### src/rtl/hex_disp_pkg.sv
// Shared definitions for the scrolling HEX display: character codes,
// active-low 7-segment glyphs ({g,f,e,d,c,b,a}) and the code-to-glyph lookup.
package hex_disp_pkg;

    typedef logic [6:0] seg_t;

    typedef enum logic [2:0] {
        CH_D      = 3'd0,
        CH_E      = 3'd1,
        CH_ONE    = 3'd2,
        CH_BLANK  = 3'd3,
        CH_H      = 3'd4,
        CH_L      = 3'd5,
        CH_ZERO   = 3'd6,
        CH_BLANK2 = 3'd7
    } char_code_e;

    localparam int   BLANK_CODE = 3;
    localparam seg_t SEG_OFF    = 7'h7F;

    localparam seg_t GLYPH_D    = 7'b0100001;
    localparam seg_t GLYPH_E    = 7'b0000110;
    localparam seg_t GLYPH_ONE  = 7'b1111001;
    localparam seg_t GLYPH_H    = 7'b0001001;
    localparam seg_t GLYPH_L    = 7'b1000111;
    localparam seg_t GLYPH_ZERO = 7'b1000000;

    function automatic seg_t glyph(input logic [2:0] code);
        seg_t g;
        case (char_code_e'(code))
            CH_D:    g = GLYPH_D;
            CH_E:    g = GLYPH_E;
            CH_ONE:  g = GLYPH_ONE;
            CH_H:    g = GLYPH_H;
            CH_L:    g = GLYPH_L;
            CH_ZERO: g = GLYPH_ZERO;
            default: g = SEG_OFF;
        endcase
        return g;
    endfunction

endpackage

### src/rtl/char_7seg.sv
// Combinational character-code to active-low 7-segment glyph decoder.
// Narrow (2-bit) codes are zero-extended, so they only ever reach codes 0-3.
module char_7seg
    import hex_disp_pkg::*;
#(
    parameter int CHAR_W = 3
) (
    input  logic [CHAR_W-1:0] code,
    output logic [6:0]        seg
);

    logic [2:0] code3;

    assign code3 = 3'(code);
    assign seg   = glyph(code3);

endmodule

### src/rtl/hex_scroll_display.sv
// Scrolling message window on active-low 7-seg displays: message register,
// scroll divider, window position counter, per-digit window mux and decoders.
module hex_scroll_display
    import hex_disp_pkg::*;
#(
    parameter int NUM_DIGITS = 4,
    parameter int NUM_CHARS  = 5,
    parameter int CHAR_W     = 3,
    parameter int TICK_DIV   = 50_000_000
) (
    input  logic                          clk,
    input  logic                          reset,
    input  logic                          load,
    input  logic [NUM_CHARS*CHAR_W-1:0]   msg,
    input  logic                          en,
    input  logic                          step,
    input  logic                          dir,
    output logic [NUM_DIGITS*7-1:0]       segs,
    output logic [$clog2(NUM_CHARS)-1:0]  pos,
    output logic                          wrap
);

    localparam int POS_W = $clog2(NUM_CHARS);
    localparam int IDX_W = POS_W + 1;
    localparam int DIV_W = $clog2(TICK_DIV);

    localparam logic [POS_W-1:0]  LAST_POS = POS_W'(NUM_CHARS - 1);
    localparam logic [DIV_W-1:0]  LAST_DIV = DIV_W'(TICK_DIV - 1);
    localparam logic [CHAR_W-1:0] BLANK    = CHAR_W'(BLANK_CODE);

    logic [NUM_CHARS-1:0][CHAR_W-1:0] msg_q;
    logic [DIV_W-1:0]                 div_cnt;
    logic                             tick;
    logic                             advance;
    logic [POS_W-1:0]                 pos_next;
    logic [NUM_DIGITS-1:0][6:0]       glyphs;

    assign tick    = en & (div_cnt == LAST_DIV);
    assign advance = (tick | step) & ~load;

    always_comb begin
        if (dir) begin
            pos_next = (pos == '0) ? LAST_POS : pos - POS_W'(1);
        end else begin
            pos_next = (pos == LAST_POS) ? '0 : pos + POS_W'(1);
        end
    end

    // Reset beats load, load beats any advance; wrap is a registered pulse.
    always_ff @(posedge clk) begin
        if (reset) begin
            msg_q   <= {NUM_CHARS{BLANK}};
            pos     <= '0;
            div_cnt <= '0;
            wrap    <= 1'b0;
        end else if (load) begin
            msg_q   <= msg;
            pos     <= '0;
            div_cnt <= '0;
            wrap    <= 1'b0;
        end else begin
            if (en) begin
                div_cnt <= tick ? '0 : div_cnt + DIV_W'(1);
            end
            if (advance) begin
                pos <= pos_next;
            end
            wrap <= advance & (pos_next == '0);
        end
    end

    // Each digit's offset is folded into range at elaboration, so the runtime
    // index needs at most one conditional subtract.
    for (genvar d = 0; d < NUM_DIGITS; d++) begin : g_digit
        localparam int D_OFF = d % NUM_CHARS;

        logic [IDX_W-1:0]  sum;
        logic [POS_W-1:0]  idx;
        logic [CHAR_W-1:0] code;

        always_comb begin
            sum = {1'b0, pos} + IDX_W'(D_OFF);
            if (sum >= IDX_W'(NUM_CHARS)) begin
                sum = sum - IDX_W'(NUM_CHARS);
            end
        end

        assign idx  = sum[POS_W-1:0];
        assign code = msg_q[idx];

        char_7seg #(.CHAR_W(CHAR_W)) u_dec (
            .code (code),
            .seg  (glyphs[d])
        );
    end

    always_ff @(posedge clk) begin
        if (reset) begin
            segs <= {NUM_DIGITS{SEG_OFF}};
        end else begin
            segs <= glyphs;
        end
    end

endmodule

### config.mk
export PLATFORM = sky130hd
export DESIGN_NAME = hex_scroll_display
export DESIGN_NICKNAME = d
export VERILOG_FILES = /design/src/rtl/hex_disp_pkg.sv /design/src/rtl/char_7seg.sv /design/src/rtl/hex_scroll_display.sv
export SDC_FILE = /design/constraint.sdc
export NUM_CORES = 1
export LEC_CHECK = 0
export CAP_MARGIN = 20
export CORE_ASPECT_RATIO = 0.7
export CORE_UTILIZATION = 55
export CTS_CLUSTER_SIZE = 8
export DETAILED_ROUTE_END_ITERATION = 8
export PLACE_DENSITY = 0.8
export RECOVER_POWER = 100
export SETUP_SLACK_MARGIN = 0.15
export SYNTH_ARGS = -nofsm -noshare
export SYNTH_HDL_FRONTEND = slang
export SYNTH_SLANG_ARGS = --single-unit
### constraint.sdc
create_clock -name clk -period 2.8 [get_ports clk]
set_input_delay 0.56 -clock clk [delete_from_list [all_inputs] [get_ports clk]]
set_output_delay 0.56 -clock clk [all_outputs]
set_load 0.005 [all_outputs]
==> results of run 1 <==
[critical path: stages (launching register included)]
cell     delay [ns]
dfxtp_1        0.40
inv_1          0.15
ha_1           0.30
and3b_4        0.24
o41a_1         0.40
buf_4          0.18
mux2i_1        0.11
o22a_2         0.30
nor4_4         0.30
a41oi_1        0.07
[state kept, by name, summed over array words and instances, names as in the netlist]
| name | cells |
|---|---|
| segs | 24 |
| msg_q | 15 |
| pos | 3 |
| wrap | 1 |
| div_cnt | 26 |
[where the power goes]
group / internal (uW) / leakage (uW) / switching, uW
Sequential: 1040 / 0.000565 / 46.2
Clock: 337 / 0.0000812 / 372
Combinational: 290 / 0.00122 / 267
Total: 1670 / 0.00187 / 685
[per-stage QoR]
step	setup WS [ns]	power, uW	area, um^2	utilization (%)	std cells
2_1_floorplan	0.151	1430	3840	-	432
3_3_place_gp	0.233	1640	4540	67.1	579
3_5_place_dp	0.134	1660	4540	67.1	579
4_1_cts	0.142	2370	4700	69.6	594
5_1_grt	0.0555	2470	4770	70.5	599
6_report	0.172	2360	4770	70.5	599
[repair_timing]
item	CTS	global route
setup buffers	0	5
pin swaps	1	3
endpoints found under the setup margin	3	14
resized for setup	1	14
[kinds of logic after synthesis]
group	count (synthesis)
AND/OR/NAND/NOR	170
flip-flops	69
AO/OA/AOI/OAI	79
adder cells (fa/ha/maj)	11
multiplexers	40
buffers and inverters	32
XOR/XNOR	31
[metal layers]
metal	up-vias	routed length (um)
met5	-	0
li1	1650	-
met4	0	136
met3	16	742
met2	125	4090
met1	1614	4470
[cells in the final DEF (no fill, tap or decap), types with 3 or more instances in the layout]
cell type,n
a211oi_1,4
a21o_1,3
a21oi_1,20
a22oi_1,3
and2_1,3
and3_1,4
buf_4,24
clkbuf_1,4
clkbuf_8,10
clkdlybuf4s50_1,21
dfxtp_1,69
dlygate4sd3_1,31
ha_1,8
inv_1,7
mux2_2,4
mux2i_1,33
nand2_1,47
nand2b_1,13
nand3_1,14
nand4_1,8
nor2_1,52
nor2b_1,5
nor3_1,3
o211ai_1,5
o21ai_0,7
o21ai_1,9
o22a_1,4
o22ai_1,3
xnor2_1,10
xor2_1,18
[cell type report]
| type | count | area share (%) |
|---|---|---|
| Clock buffer | 11 | 2.97 |
| Inverter | 9 | 0.709 |
| Tap cell | 94 | 2.47 |
| Sequential cell | 69 | 29.0 |
| Clock inverter | 4 | 0.525 |
| Multi-Input combinational cell | 331 | 49.2 |
| Timing Repair Buffer | 81 | 15.1 |
[worst paths after layout]
path	start	to	slack [ns]	depth (start not counted)
min	div_cnt[1]	div_cnt[1]	0.51	2
max	pos[1]	segs[7]	0.17	9
min reg2reg	div_cnt[1]	div_cnt[1]	0.51	2
max reg2reg	pos[1]	segs[7]	0.17	9
==> summary.txt, run 1 <==
Routing
  • Post-DR wirelength/cell: 15.8 um
  • Via count: 3405
  • Drt drc: 0
  • Routed WL: roughly 9400 um
  • Vias/cell: 5.68
  • TritonRoute pass-1 iters: 5
  • First DRT Iteration DRCs: 237
  • Post-route ant nets: 0

Synthesis
  • Yosys reg bits: 69
  • Synth Area in Simple Gates: 21.9%
  • Synth Area in Compound Gates: 15.2%
  • Top post-synthesis cells by area: dfxtp_1 (36%), mux2i_1 (8.6%), nor2_1 (5.0%)
  • Synth Area in XOR/XNOR: 7.45%
  • Mux share of post-synthesis cell area: 11.2%
  • Synthesized instance count: 432
  • Synthesized net count: roughly 460
  • Post-synth EDFFs: 0
  • Most frequent cell after synthesis: dfxtp_1
  • Syn avg cell area: 8.90 um^2
  • Top-area cell type share of the netlist area: 35.9%
  • Leading area contributor after synthesis: dfxtp_1
  • Syn. warnings: 0
  • Synth Flop Type: dfxtp_1
  • Synth cell types: 70
  • Post-synthesis cell area: 3840 um^2
  • Fraction of registers with async set/reset: 0%
  • Main combinational cell family by area after synthesis: simple AND/OR/NAND/NOR gates
  • Sequential fraction of the synthesis area: 35.9%
  • Adder-cell share of the synthesized area: 3.77%
  • Synth top cells by count: dfxtp_1 (69), nor2_1 (51), nand2_1 (47), mux2i_1 (33), a21oi_1 (21)

GRT
  • M1 GR Usage: 38.0%
  • Largest net degree at the start of global routing: 24
  • GRT Total Usage: roughly a quarter
  • Busiest grt layer: met2
  • GRT overflow: 0
  • Initial antenna violation count: 0
  • First-pass GRT wire length: 14900 um
  • Met2 usage: 40.4%
  • Met3 GRT Util: 6.74%
  • Vias in the first global route: 3065

Die
  • I/O pins: 53
  • Row cnt: 25
  • Die W: just over 100 um
  • Die Y: 72.0 um
  • Total core area: 6760 um^2
  • Die area: 7330 um^2
  • Starting density of the core: 56.9%

Clocking
  • CTS Sinks: about 70
  • Root Driver: clkbuf_8
  • Hold_buf cts: 0
  • Maximum clock path buffer count: 2
  • CTS buffer count: 9
  • H-tree depth: 3
  • Worst-Skew Late Latency: roughly 0.36 ns
  • Clk slew on worst S/H paths: about 0.08 ns
  • CTS tree: built

Run
  • Maxcap violations: 0

Cells and area
  • NumNets Final: 533
  • Number of diodes: 0
  • FILL cells: 526
  • Area growth syn-to-layout: 24.0%
  • Multi-input combinational cell area: 2340 um^2
  • FF/Latch Area: 1380 um^2
  • Layout cells sized above 1: 14.5%

Timing
  • Final Cycle Share: 93.9%
  • Least-Margin Pin Slew: around 0.6 ns
  • Relative slew margins: 60.1%
  • Final Hold Fails: 0
  • Worst clock skew: 0.0131 ns
  • Minimum clock period: 2.63 ns
  • Pins over their slew limit: 0
  • Fmax: 380 MHz
  • Final hold slack: approximately 0.51 ns
  • Fin Setup TNS: 0 ns
  • RSZ-0062 raised after global routing: yes
  • # setup viols final: 0

Place
  • Final HPWL DP: around 6900 um
  • I/O Buffers: 52
  • GPL Wtd Cong: approximately 0.91

Critical path
  • Worst path required time: 2.99 ns
  • Crit path kind: register to register
  • Crit path DAT: between 2 and 3 ns
  • CP endpoint kind: register
  • Max FO, Critical Path: 6
  • CP Launch Type: register

Outcome
  • Status: completed

Worst hold path
  • Worst Hold Class: register to register

Pwr
  • PD cells: 495 nW/um^2
  • Max VDD drop: 0.331 mV
  • Pleak: 0.00187 uW
Note: power is estimated with default switching activity, not from simulation.
==> inputs of run 2 (changes only) <==
Settings changed: CAP_MARGIN 20 to default, CORE_MARGIN from default to 2.
==> run 2 against run 1 <==
Power increased by 5.8%. Register-to-register slack improved by 0.03 ns. Sequential share of layout area decreased by 0.057 points. Critical path type unchanged. Largest power group unchanged. Highest routed layer unchanged. Clock power grew 20%. Utilization rose by 0.20 points.
==> summary.txt, run 2 (synthesis results as in run 1) <==
GRT
  • GRT Total Usage: 25.8%
  • First-pass GRT wire length: 15400 um
  • Initial antenna violation count: 0
  • Vias in the first global route: roughly 3100
  • Largest net degree at the start of global routing: 24
  • GRT overflow: 0

Routing
  • Post-DR wirelength/cell: 16.1 um
  • Post-route ant nets: 0
  • Routed WL: 9550 um
  • Detail Route met3 WL: 797 um
  • Met1 Routed Length: 4550 um
  • TritonRoute pass-1 iters: 5
  • Vias/cell: 5.63
  • First DRT Iteration DRCs: between 200 and 250
  • Drt drc: 0
  • Via count: 3341
  • Met2 wire length: 4080 um
  • Top routing layer in use: met4

Timing
  • Fin Setup TNS: 0 ns
  • Least-Margin Pin Slew: 1.17 ns
  • Minimum clock period: 2.59 ns
  • Final Hold Fails: 0
  • Pins over their slew limit: 0
  • Setup ws final: 0.207 ns
  • Worst clock skew: between 0.01 and 0.015 ns
  • Fmax: around 390 MHz
  • RSZ-0062 raised after global routing: yes
  • Relative slew margins: 22.0%
  • Final Cycle Share: approximately 93%
  • # setup viols final: 0

Clocking
  • Worst-Skew Late Latency: 0.37 ns
  • CTS buffer count: 9
  • Maximum clock path buffer count: 2
  • H-tree depth: 3
  • CTS tree: built
  • Root Driver: clkbuf_8
  • CTS Sinks: around 70
  • Clk slew on worst S/H paths: 0.08 ns
  • Hold_buf cts: 0

Cells and area
  • Highest-count cells in the layout ignoring fill and taps: dfxtp_1 (68), nor2_1 (51), nand2_1 (47), mux2i_1 (33), dlygate4sd3_1 (31)
  • Largest register FFs: 26
  • Top reg by flops: div_cnt
  • Number of diodes: 0
  • Area growth syn-to-layout: 24.3%
  • NumNets Final: about 530
  • Leading cell type in the layout, fill and taps excluded: dfxtp_1
  • Largest registers: div_cnt (26), segs (24), msg_q (15)
  • Layout cells sized above 1: between 10% and 20%

Die
  • Row cnt: 25
  • Die Y: 74.0 um
  • Die area: roughly 7700 um^2
  • I/O pins: 53
  • Die W: 104 um
  • Starting density of the core: a little under three fifths
  • Total core area: 6760 um^2

Critical path
  • R2R Setup Slk: between 0.2 and 0.25 ns
  • CP Launch Type: register
  • Crit-path slowest cell: dfxtp_1
  • Worst R2R Start: pos[1]
  • CP Capture Point: segs[17]
  • Critical Path Start: pos[1]
  • CP top delay family: compound AO/OA/AOI/OAI gates
  • Worst path required time: around 3 ns
  • Max FO, Critical Path: 5
  • Crit-path cells: ha_1 > inv_1 > fa_2 > a21oi_4 > mux2_1 > a311oi_2 > o22a_2 > o221a_2 > xnor2_1 > nand2_1
  • Crit Reg-Reg Endpoint: segs[17]
  • CP endpoint kind: register
  • Bufs and invs on worst path: 1
  • WP depth: 10
  • R2R depth: 10
  • Crit path DAT: between 2 and 3 ns
  • Biggest cell delay along the critical path: ~0.43 ns
  • Crit path kind: register to register

Pwr
  • Pleak: 0.00186 uW
  • PD cells: 522 nW/um^2
  • Max VDD drop: around 0.30 mV

Place
  • Final HPWL DP: just over 7000 um
  • Pre-CTS setup slack: 0.0604 ns
  • I/O Buffers: 52
  • GPL Wtd Cong: 0.923

Worst hold path
  • Worst Hold Class: register to register

Run
  • Maxcap violations: 0

Outcome
  • Status: completed
-- run 2: cell count changes in the layout (fill, tap and decap cells not counted), moves of 2 or more --
cell	before	now
o21ai_0	7	9
clkbuf_1	4	1
and2_1	3	1
buf_4	24	17
buf_12	0	2
o21ai_1	9	7
and2_0	0	2
-- run 2: what timing repair did --
item                       CTS  global route
pin swaps                    1             1
setup endpoints to repair    7            14
setup buffers                1             2
gates resized for setup      2             9
-- run 2: tightest hold or removal path: stages (launching register included) --
cell,delay [ns]
dfxtp_1,0.34
xor2_1,0.07
nor2_1,0.08
-- run 2: worst min path at each step --
stage	from	endpoint	slack, ns	cells past startpoint
after global routing	div_cnt[1]	div_cnt[1]	0.55	2
after CTS	div_cnt[17]	div_cnt[17]	0.51	2
final	div_cnt[17]	div_cnt[17]	0.52	2
after global placement	div_cnt[15]	div_cnt[15]	0.49	2
after floorplan	div_cnt[17]	div_cnt[17]	0.47	2
after detailed placement	div_cnt[17]	div_cnt[17]	0.49	2
-- run 2: area by class of cell --
cell class / count / area, um^2
tap: 94 / 118
fill: 520 / 1980
inverter: 9 / 33.8
clock buffer: 11 / 151
multi-input combinational: 331 / 2330
clock inverter: 5 / 58.8
sequential: 69 / 1380
timing repair buffer: 74 / 702
-- run 2: per-stage QoR --
stage               instance area (um^2)  std cells  hold WS, ns  total power (uW)  util, %
CTS                                 4710        591        0.512              2510     69.6
detailed placement                  4490        574        0.492              1660     66.4
global placement                    4490        574        0.489              1640     66.4
global route                        4780        593        0.552              2600     70.7
floorplan                           3840        432        0.471              1430        -
finish                              4780        593        0.516              2490     70.7
-- run 2: power breakdown --
part | switching [uW] | internal, uW | total, uW
logic | 268 | 286 | 554
registers | 45.7 | 1040 | 1090
clock network | 390 | 459 | 849
total | 703 | 1790 | 2490
-- run 2: layer usage --
layer  vias to the layer above  track usage (%)
met5                         -                0
met4                         0             9.46
met3                        12             9.38
met2                       120             40.7
met1                      1568             33.1
li1                       1641                -
